<file path="config.mk">
export PLATFORM = sky130hd
export DESIGN_NAME = serial_adder
export DESIGN_NICKNAME = d
export VERILOG_FILES = /design/src/rtl/serial_adder_pkg.sv /design/src/rtl/full_adder_bit.sv /design/src/rtl/serial_adder.sv
export SDC_FILE = /design/constraint.sdc
export NUM_CORES = 1
export LEC_CHECK = 0
export CORE_UTILIZATION = 47
export CTS_BUF_LIST = sky130_fd_sc_hd__clkbuf_8 sky130_fd_sc_hd__clkbuf_16
export DETAILED_ROUTE_END_ITERATION = 7
export GPL_TIMING_DRIVEN = 0
export PLACE_DENSITY = 0.75
export SYNTH_ARGS = -nofsm -noshare
export SYNTH_HDL_FRONTEND = slang
export SYNTH_SLANG_ARGS = --single-unit
</file>
<file path="constraint.sdc">
create_clock -name clk -period 2 [get_ports clk]
set_input_delay 0.4 -clock clk [delete_from_list [all_inputs] [get_ports clk]]
set_output_delay 0.4 -clock clk [all_outputs]
set_load 0.05 [all_outputs]
</file>
<file path="src/rtl/serial_adder_pkg.sv">
// Shared types and defaults for the bit-serial adder.
package serial_adder_pkg;

  typedef enum logic [1:0] {
    IDLE = 2'd0,
    RUN  = 2'd1,
    DONE = 2'd2
  } state_t;

  localparam int DEFAULT_W = 8;

endpackage

</file>
<file path="src/rtl/full_adder_bit.sv">
// Combinational 1-bit full adder cell; zero latency, no flow control.
module full_adder_bit (
  input  logic x,
  input  logic y,
  input  logic ci,
  output logic z,
  output logic co
);

  assign z  = x ^ y ^ ci;
  assign co = (x & y) | (ci & (x ^ y));

endmodule

</file>
<file path="src/rtl/serial_adder.sv">
// Bit-serial W-bit adder: one full-adder cell, LSB first, result after W+1 cycles.
// Start is only honoured in IDLE or DONE; requests while busy are dropped.
module serial_adder
  import serial_adder_pkg::*;
#(
  parameter int W = DEFAULT_W
) (
  input  logic         clk,
  input  logic         rst,
  input  logic         start,
  input  logic [W-1:0] a,
  input  logic [W-1:0] b,
  input  logic         ci,
  output logic         busy,
  output logic         done,
  output logic [W-1:0] sum,
  output logic         co
);

  localparam int              CW   = $clog2(W + 1);
  localparam logic [CW-1:0]   LAST = CW'(W - 1);

  state_t         state;
  logic [W-1:0]   sa;
  logic [W-1:0]   sb;
  logic           c;
  logic [CW-1:0]  cnt;
  logic           fa_z;
  logic           fa_co;

  full_adder_bit u_fa (
    .x  (sa[0]),
    .y  (sb[0]),
    .ci (c),
    .z  (fa_z),
    .co (fa_co)
  );

  always_ff @(posedge clk) begin
    if (rst) begin
      state <= IDLE;
      sa    <= '0;
      sb    <= '0;
      c     <= 1'b0;
      cnt   <= '0;
      sum   <= '0;
      co    <= 1'b0;
    end else begin
      unique case (state)
        IDLE, DONE: begin
          if (start) begin
            sa    <= a;
            sb    <= b;
            c     <= ci;
            cnt   <= '0;
            sum   <= '0;
            co    <= 1'b0;
            state <= RUN;
          end else begin
            state <= IDLE;
          end
        end
        RUN: begin
          // Sum bits enter at the MSB so the LSB lands in bit 0 after W shifts.
          sum <= (sum >> 1) | (W'(fa_z) << (W - 1));
          sa  <= sa >> 1;
          sb  <= sb >> 1;
          c   <= fa_co;
          cnt <= cnt + 1'b1;
          if (cnt == LAST) begin
            co    <= fa_co;
            state <= DONE;
          end
        end
        default: state <= IDLE;
      endcase
    end
  end

  assign busy = (state == RUN);
  assign done = (state == DONE);

endmodule

</file>
**Word level (Yosys, flattened, before mapping)**

Cells that the tools add are included.

- Register bits after elaboration: 32
- Output and inout bits: 11
- Word-level logic and storage cells: 40

- $add $sub $neg: 1
- Eq/ne operators: 5
- Mux-type cells: 16
- Bitwise gates (word level): 6
- Reduce and logical (&&, ||, !) cells: 5

Operators with widths:

| cell | count |
|---|---|
| 8-bit case mux with 2 select lines | 3 |
| 8-bit 2-to-1 mux | 3 |
| 7-bit by 8-bit OR with 8-bit output | 1 |
| 4-bit case mux with 2 select lines | 1 |
| 4-bit by 1-bit adder with 4-bit output, second input constant | 1 |
| 4-bit by 3-bit == test with 1-bit output, second input constant | 1 |
| 1-bit 2-to-1 mux | 4 |
| 4-bit 2-to-1 mux | 1 |
| 1-bit case mux with 2 select lines | 2 |
| 2-bit case mux with 2 select lines | 1 |
| 3-bit AND reduction | 1 |
| 1-bit bitwise AND | 2 |
| 2-bit by 1-bit == test with 1-bit output, second input constant | 1 |
| 2-bit == test, second input constant | 1 |
| 2-bit logical NOT | 1 |
| 2-bit 2-to-1 mux | 1 |
| 2-bit by 1-bit inequality test with 1-bit output, second input constant | 1 |
| 2-bit inequality test, second input constant | 1 |
| 2-bit AND reduction | 1 |
| 2-bit nonzero test | 1 |
| 2-bit OR reduction | 1 |
| 1-bit bitwise XOR | 2 |
| 1-bit OR | 1 |

**Depth between registers and ports, before layout**

Gate-level depths: netlist (run 1).

- Depth in word-level cells: 5
- Depth in mapped cells: 6
- Depth with buffers taken out: 4

**Hierarchy**

A second synthesis (run 1) with hierarchy kept.

- Cells, all modules: 151
- Area total of the unflattened synthesis: 1328.8 µm²

By module, submodules not included:

| module | times used | cells each | area an instance (µm²) | seq. area each (µm²) |
|---|---|---|---|---|
| serial_adder | 1 | 150 | 1308.8 | 640.6 |
| full_adder_bit | 1 | 1 | 20.0 | 0.0 |

**Least setup slack after synthesis (run 1)**

No wires, ideal clock.

- Path type: register to register
- From: register c
- To: register co
- Setup time: 70 ps
- Arrival: 1239 ps
- Setup slack: 691 ps
- Stages on the path, launching flop included: 5
- Path buffers: 0
- Cells stage by stage: dfxtp_1 > inv_1 > fa_1 > or3_1 > a21oi_1

- Longest elaborated chain between the ends: 4

RTL lines:

| element | RTL line | text |
|---|---|---|
| start, declared | serial_adder.sv:26 | `logic c;` |
| start signal, assigned | serial_adder.sv:54 | `c <= ci;` |
| start signal, assigned | serial_adder.sv:68 | `c <= fa_co;` |
| 1-bit bitwise AND | full_adder_bit.sv:11 | `assign co = (x & y) \| (ci & (x ^ y));` |
| 1-bit OR | full_adder_bit.sv:11 |  |
| 1-bit 2-to-1 mux | serial_adder.sv:70 | `if (cnt == LAST) begin` |
| 1-bit case mux with 2 select lines | serial_adder.sv:49 | `unique case (state)` |
| end signal, assigned | serial_adder.sv:71 | `co <= fa_co;` |
| end, declared | serial_adder.sv:17 | `output logic co` |

No other way between the ends. The select of a mux whose other input is x is not followed.
A chain may end at the register's enable or synchronous reset.

**Final worst setup path (run 1)**

- From: register sum[6]
- To: output port sum[6]

RTL lines:

| element | RTL line | text |
|---|---|---|
| start, declared | serial_adder.sv:16 | `output logic [W-1:0] sum,` |
| start signal, assigned | serial_adder.sv:65 | `sum <= (sum >> 1) \| (W'(fa_z) << (W - 1));` |

No word-level cell between the ends.

==> results.sh, run 1 <==
export IMPL_status="finished, final reports clean"
export IMPL_post_drt_via_cell_ratio=5.56
export IMPL_p_leak_nw=0.655
export IMPL_slew_violations=0
export IMPL_track_usage_pct=22.2
export IMPL_ys_top_cells_by_count="32 x dfxtp_1, 29 x a21oi_1, 26 x nand3_1"
export IMPL_area_delta_synth_final_pct=30.4
export IMPL_yosysTopAreaCell="dfxtp_1"
export IMPL_ys_warn_count=0
export IMPL_start_kind="flop"
export IMPL_core_um2=2760
export IMPL_required_ps=1600
export IMPL_rsz0062_at_grt="false"
export IMPL_die_h_um=55.9
export IMPL_n_antenna_cell=0
export IMPL_timing_worst_setup_path_type="reg2out"
export IMPL_pwr_density_cell_nw_per_um2=802
export IMPL_grt_pass1_vias=1161
export IMPL_root_buffer="clkbuf_8"
export IMPL_clk_path_buf_depth=2
export IMPL_grt_ovfl_total=0
export IMPL_die_area_um2=3120
export IMPL_layout_cells_non_filler=221
export IMPL_dr_pass1_iters=4
export IMPL_hold_slack_ps=376
export IMPL_placedCellCount=213
export IMPL_path_max_fanout=3
export IMPL_multi_input_area_um2=606
export IMPL_syn_area_um2=1370
export IMPL_hold_violations=0
export IMPL_max_cap_viol_count=0
export IMPL_cpPeakStageDelay_ps=820
export IMPL_routedWlPerCell_um=14.5
export IMPL_async_flop_share_pct=0
export IMPL_clk_pin_slew_ps=70
export IMPL_grt_start_max_net_pins=11
export IMPL_pin_count=31
export IMPL_crit_buf_inv=1
export IMPL_ys_seq_area_share_pct=46.9
export IMPL_finalInstanceArea_um2=1780
export IMPL_vias=1228
export IMPL_ys_flop_type="dfxtp_1"
export IMPL_cts_tree="built"
export IMPL_synth_edf_count=0
export IMPL_max_clock_freq_ghz=0.531
export IMPL_synth_area_leaders="dfxtp_1 47%, a21oi_1 11%, nand3_1 9.5%, a22oi_1 7.7%, buf_4 3.3%"
export IMPL_slowest_stage="clkdlybuf4s50_1"
export IMPL_nets=211
export IMPL_regArea_um2=641
export IMPL_drive_above_1_share_pct=12.6
export IMPL_portBuffers=29
export IMPL_cts_setup_buffers=0
export IMPL_gp_congestion=0.769
export IMPL_cts_sinks=32
export IMPL_route_detailed_drc=0
export IMPL_worstHoldPathType="in2reg"
export IMPL_setup_tns_final_ps=0
export IMPL_worstPathCellList="clkdlybuf4s50_1"
export IMPL_cts_buffers=5
export IMPL_post_route_period_util_pct=94.1
export IMPL_worst_slew_pin_slew_ps=500
export IMPL_die_w_um=55.9
export IMPL_antenna_found_initial=0
export IMPL_yosysUniqueCellTypes=30
export IMPL_synth_area_per_cell_um2=8.92
export IMPL_setup_ws_ps=117
export IMPL_wl_um=3200
export IMPL_cp_arrival_ps=1480
export IMPL_dp_hpwl_um=2150
export IMPL_grt_pass1_wl_um=5200
export IMPL_endpoint_kind="primary output"
export IMPL_antenna_left=0
export IMPL_syn_inst=153
export IMPL_setup_viol_count_final=0
export IMPL_drt_iter0_markers=66
export IMPL_relSlewSlack_pct=66.6
export IMPL_period_needed_ps=1880
export IMPL_path_delay_family="buffers and inverters"
export IMPL_synth_top_area_share_pct=46.9
export IMPL_ys_ff_latch=32
export IMPL_htree_levels=2
export IMPL_initial_core_util_pct=49.5
export IMPL_synth_most_common_cell="dfxtp_1"
export IMPL_fin_total_pwr_mw=1.43
export IMPL_final_util_pct=64.6
export IMPL_num_rows=19
export IMPL_fillCellCount=227
export IMPL_clock_latency_ps=300
export IMPL_finClkSkew_ps=3.96
export IMPL_vdd_drop_max_v=0.000672
export IMPL_synthesis_nets=175
export IMPL_post_dp_cell_area_um2=1690
export IMPL_preCtsSetupSlack_ps=-81.3
==> path summary, 6_finish.rpt <==
path / startpoint / end / slack (ps) / cells after the start
max: sum[6] / sum[6] / 120 / 1
min: rst / c / 380 / 3
max reg2reg: c / co / 570 / 4
min reg2reg: sb[3] / sb[3] / 470 / 2
==> final cells by class <==
type | count | share of cell area (%)
Multi-Input combinational cell | 102 | 34.0
Inverter | 4 | 0.843
Timing Repair Buffer | 29 | 16.0
Tap cell | 31 | 2.18
Buffer | 15 | 5.83
Clock buffer | 6 | 4.64
Clock inverter | 2 | 0.562
Sequential cell | 32 | 36.0
==> report_power, final <==
part | internal, mW | switching, mW | total [mW] | leakage (nW)
Clock | 0.274 | 0.256 | 0.530 | 0.0510
Sequential | 0.668 | 0.0189 | 0.686 | 0.261
Combinational | 0.0957 | 0.115 | 0.211 | 0.343
==> flip-flops by register name, indices dropped and copies added (netlist names) <==
name	cells
sa	8
sb	8
sum	8
cnt	4
state	2
c	1
co	1
==> metal layers <==
layer  GRT usage, %  wire length [µm]  share of wire [%]
met1           27.2              1460                 46
met2           34.4              1510                 47
met3           6.51               167                5.2
met4           13.6                63                2.0
met5              0                 0                  0
==> what timing repair did <==
| item | 4_1_cts | 5_1_grt |
|---|---|---|
| endpoints found under the setup margin | 2 | 1 |
| resized for setup | 4 | 2 |
| gates cloned | 0 | 0 |
| hold buffers | 0 | 0 |
==> cell families (layout without fill, tap and decap cells) <==
group | count (synthesis) | count (layout) | share of synthesized area, %
compound gates | 47 | 47 | 20.4
fa+ha+maj | 2 | 2 | 2.38
buf+inv | 19 | 56 | 8.71
flops | 32 | 32 | 46.9
mux | 2 | 2 | 1.92
simple gates | 51 | 51 | 19.6
==> placed cells by master (no fill, tap or decap), types with 2 or more instances in the layout <==
master	n
nand2b_1	3
a21oi_1	29
a22oi_1	14
clkinv_2	2
nand3_1	26
buf_4	6
clkdlybuf4s50_1	27
buf_6	3
clkbuf_8	6
nor2_1	2
buf_2	3
inv_1	3
dfxtp_1	32
clkbuf_1	3
nand2_1	12
(Power assumes the default switching activity.)
==> inputs of run 2 (changes only) <==
Settings changed: DONT_BUFFER_PORTS set to 1, PLACE_DENSITY 0.75 to unset.
==> run 2 against run 1 <==
Against the previous run:
- combinational power decreased by 22%
- non-clock buffer count decreased by 29
- cell area decreased by 14%
- critical endpoint is now busy
- final cell count decreased by 13%
- clock-buffer cell count increased by 1
- register-to-register slack improved by 50 ps
- global-route usage decreased by 0.45 points
- via count decreased by 5.1%
==> results.sh, run 2 (synthesis gave the netlist of run 1 again) <==
export IMPL_setup_tns_final_ps=0
export IMPL_worst_slew_pin_slew_ps=546
export IMPL_post_route_period_util_pct=82.9
export IMPL_core_um2=2760
export IMPL_ctsHoldBuffers=0
export IMPL_post_drt_via_cell_ratio=6.07
export IMPL_vias=1165
export IMPL_setup_ws_ps=343
export IMPL_hold_violations=0
export IMPL_htree_levels=2
export IMPL_final_cell_mix="32 x dfxtp_1, 29 x a21oi_1, 26 x nand3_1, 14 x a22oi_1, 12 x nand2_1"
export IMPL_max_cap_viol_count=0
export IMPL_mostFrequentLayoutCell="dfxtp_1"
export IMPL_route_detailed_drc=0
export IMPL_finClkSkew_ps=5.43
export IMPL_final_util_pct=55.5
export IMPL_dr_pass1_iters=4
export IMPL_cts_sinks=32
export IMPL_nets=182
export IMPL_r2r_slack_ps=620
export IMPL_p_leak_nw=0.555
export IMPL_pwr_share_clk_pct=44.0
export IMPL_grt_util_met1_pct=28.7
export IMPL_start_kind="flop"
export IMPL_pwr_density_cell_nw_per_um2=1000
export IMPL_cts_buffers=5
export IMPL_area_delta_synth_final_pct=12.1
export IMPL_n_antenna_cell=0
export IMPL_clk_path_buf_depth=2
export IMPL_pin_count=31
export IMPL_endpoint_kind="primary output"
export IMPL_cts_tree="built"
export IMPL_cp_arrival_ps=1260
export IMPL_root_buffer="clkbuf_8"
export IMPL_antenna_found_initial=0
export IMPL_period_needed_ps=1660
export IMPL_die_w_um=55.9
export IMPL_die_h_um=55.9
export IMPL_grt_pass1_vias=1086
export IMPL_timing_worst_setup_path_type="reg2out"
export IMPL_p_switching_mw=0.362
export IMPL_num_rows=19
export IMPL_clk_pin_slew_ps=70
export IMPL_grt_ovfl_total=0
export IMPL_setup_viol_count_final=0
export IMPL_grt_busiest_layer="met2"
export IMPL_gp_congestion=0.812
export IMPL_drt_iter0_markers=66
export IMPL_rsz0062_at_grt="false"
export IMPL_portBuffers=0
export IMPL_routedWlPerCell_um=16.0
export IMPL_path_max_fanout=10
export IMPL_antenna_left=0
export IMPL_preCtsSetupSlack_ps=641
export IMPL_die_area_um2=3120
export IMPL_top_regs="sa (8), sb (8), sum (8)"
export IMPL_status="finished, final reports clean"
export IMPL_internal_power_mw=1.17
export IMPL_combPwrFrac_pct=10.8
export IMPL_cts_setup_buffers=0
export IMPL_hold_slack_ps=249
export IMPL_grt_pass1_wl_um=5160
export IMPL_use_met2_pct=30.6
export IMPL_vdd_drop_max_v=0.000620
export IMPL_relSlewSlack_pct=63.6
export IMPL_drive_above_1_share_pct=14.3
export IMPL_required_ps=1600
export IMPL_use_met3_pct=8.14
export IMPL_dp_hpwl_um=2040
export IMPL_pwr_share_seq_pct=45.2
export IMPL_p_sw_share_pct=23.7
export IMPL_grt_start_max_net_pins=11
export IMPL_clock_latency_ps=280
export IMPL_max_clock_freq_ghz=0.603
export IMPL_slew_violations=0
export IMPL_cts_resized=0
export IMPL_track_usage_pct=21.8
export IMPL_wl_um=3080
export IMPL_worstHoldPathType="in2reg"
export IMPL_initial_core_util_pct=49.5
## run 2: final timing paths
check / start / end / depth (start not counted)
worst min register to register: sb[2] / sb[2] / 2
worst max register to register: c / co / 4
worst min-delay path: a[7] / sa[7] / 2
worst max-delay path: state[0] / busy / 4
## run 2: per-layer routing
| layer | up-vias | share of wire [%] |
|---|---|---|
| li1 | 556 | - |
| met1 | 547 | 44 |
| met2 | 52 | 45 |
| met3 | 10 | 8.3 |
| met4 | 0 | 2.6 |
| met5 | - | 0 |
## run 2: layout make-up
cell class                 count  area [µm²]
fill                         264        1230
sequential                    32         641
multi-input combinational    102         606
buffer                        15         104
clock buffer                   7        96.3
tap                           31        38.8
clock inverter                 1        30.0
inverter                       4        15.0
## run 2: power groups by stage
stage                     Combinational [mW]  Clock (mW)  Sequential (mW)
final                                  0.165       0.674            0.692
after global routing                   0.184       0.715            0.696
after CTS                              0.165       0.684            0.692
after detailed placement               0.164           0            0.706
after global placement                 0.161           0            0.705
after floorplan                        0.131           0            0.702
## run 2: worst max-delay path, stage by stage (launching register included)
cell and delay, ps:
dfxtp_1 410, nand2b_4 100, inv_2 70, buf_6 130, buf_4 270
## run 2: stage by stage
stage	power, mW	cell area (µm²)	instances
after global routing	1.60	1530	192
after global placement	0.866	1400	184
after CTS	1.54	1530	192
after detailed placement	0.870	1400	184
after floorplan	0.832	1370	153
final	1.53	1530	192
==> inputs of run 3 (changes only) <==
Clock period 2 ns to 1.5 ns, I/O delays scaled along.
==> run 3 against run 2 <==
Against the previous run:
- first-iteration DRC count increased by 11%
- via count grew 0.52%
- final cell count grew 2.1%
- total power grew 35%
- clock skew about the same
==> results.sh, run 3 (synthesis gave the netlist of run 1 again) <==
export IMPL_antenna_left=0
export IMPL_pwr_density_cell_nw_per_um2=1300
export IMPL_path_max_fanout=8
export IMPL_grt_pass1_vias=1086
export IMPL_layout_cells_non_filler=196
export IMPL_die_w_um=55.9
export IMPL_setup_ws_ps=89.0
export IMPL_r2r_slack_ps=120
export IMPL_p_leak_nw=0.587
export IMPL_r2r_cells=4
export IMPL_grt_pass1_wl_um=5160
export IMPL_rr_startpoint="c"
export IMPL_worst_slew_pin_slew_ps=548
export IMPL_finalInstanceArea_um2=1600
export IMPL_rsz0062_at_grt="false"
export IMPL_p_sw_share_pct=23.5
export IMPL_htree_levels=2
export IMPL_root_buffer="clkbuf_8"
export IMPL_gp_congestion=0.812
export IMPL_wl_um=3150
export IMPL_combPwrFrac_pct=12.1
export IMPL_portBuffers=0
export IMPL_post_dp_cell_area_um2=1400
export IMPL_max_clock_freq_ghz=0.709
export IMPL_final_cell_mix="31 x dfxtp_1, 29 x a21oi_1, 26 x nand3_1, 14 x a22oi_1, 12 x nand2_1"
export IMPL_finClkSkew_ps=5.23
export IMPL_cts_buffers=5
export IMPL_n_antenna_cell=0
export IMPL_hold_violations=0
export IMPL_relSlewSlack_pct=63.4
export IMPL_placedCellCount=184
export IMPL_dp_hpwl_um=2040
export IMPL_status="finished, final reports clean"
export IMPL_die_area_um2=3120
export IMPL_start_kind="flop"
export IMPL_die_h_um=55.9
export IMPL_slew_violations=0
export IMPL_cts_sinks=32
export IMPL_dr_pass1_iters=4
export IMPL_max_cap_viol_count=0
export IMPL_mostFrequentLayoutCell="dfxtp_1"
export IMPL_cp_arrival_ps=1110
export IMPL_endpoint="busy"
export IMPL_setup_tns_final_ps=0
export IMPL_worstHoldPathType="in2reg"
export IMPL_grt_start_max_net_pins=11
export IMPL_area_delta_synth_final_pct=16.9
export IMPL_clock_latency_ps=280
export IMPL_setup_viol_count_final=0
export IMPL_initial_core_util_pct=49.5
export IMPL_rr_endpoint="co"
export IMPL_cts_tree="built"
export IMPL_internal_power_mw=1.58
export IMPL_endpoint_kind="primary output"
export IMPL_timing_worst_setup_path_type="reg2out"
export IMPL_drt_iter0_markers=73
export IMPL_drive_above_1_share_pct=17.0
export IMPL_top_regs="sa (8), sb (8), sum (8)"
export IMPL_hold_slack_ps=151
export IMPL_pwr_share_clk_pct=43.3
export IMPL_routedWlPerCell_um=16.1
export IMPL_vias=1171
export IMPL_p_switching_mw=0.487
export IMPL_clk_pin_slew_ps=70
export IMPL_grt_ovfl_total=0
export IMPL_period_needed_ps=1410
export IMPL_core_um2=2760
export IMPL_track_usage_pct=21.8
export IMPL_post_drt_via_cell_ratio=5.97
export IMPL_vdd_drop_max_v=0.000894
export IMPL_route_detailed_drc=0
export IMPL_clk_path_buf_depth=2
export IMPL_pin_count=31
export IMPL_post_route_period_util_pct=94.1
export IMPL_setup_worst_path_start="state[1]"
export IMPL_antenna_found_initial=0
export IMPL_num_rows=19
export IMPL_preCtsSetupSlack_ps=141
export IMPL_required_ps=1200
export IMPL_nets=186
export IMPL_pwr_share_seq_pct=44.6
[run 3: changes by cell type in the layout (fill, tap and decap cells not counted), sizes merged]
cell,before,now
buf,12,15
clkbuf,10,11
[run 3: worst max-delay path: stages, from the launching register on]
cell	delay, ps
dfxtp_1	320
nand2b_4	160
inv_2	70
buf_8	120
buf_12	150
[run 3: layout make-up]
class	instances	area, µm²
Inverter	4	15.0
Timing Repair Buffer	4	47.5
Clock inverter	1	30.0
Fill cell	251	1160
Buffer	15	120
Sequential cell	32	642
Multi-Input combinational cell	102	606
Clock buffer	7	96.3
Tap cell	31	38.8
[run 3: stage by stage]
stage,total power [mW],util [%]
after global routing,2.16,57.8
after CTS,2.06,55.8
after global placement,1.15,50.9
after floorplan,1.11,-
final,2.07,57.8
after detailed placement,1.16,50.9
[run 3: power by group through the flow]
stage          combinational, mW  sequential (mW)  clock [mW]
5_1_grt                    0.277            0.928       0.954
2_1_floorplan              0.174            0.936           0
4_1_cts                    0.224            0.923       0.912
6_report                   0.251            0.924       0.896
3_5_place_dp               0.219            0.942           0
3_3_place_gp               0.215            0.940           0
[run 3: what timing repair did]
item,in CTS,in global routing
endpoints found under the setup margin,1,1
cloned,0,1
gates resized for setup,2,3
hold buffers,0,0
buffers inserted,0,3
[run 3: worst min-delay path by stage]
stage,from,endpoint,slack (ps),cells after the start
global placement,a[7],sa[7],440,2
floorplan,a[7],sa[7],440,2
CTS,a[7],sa[7],140,2
detailed placement,a[7],sa[7],450,2
finish,a[7],sa[7],150,2
global route,ci,c,150,2
[run 3: layer usage]
metal	GRT usage (%)	wire [µm]	vias up
met5	0	0	-
met4	12.2	78	0
met3	8.14	258	10
met2	30.6	1440	44
met1	28.7	1370	550
li1	-	-	567
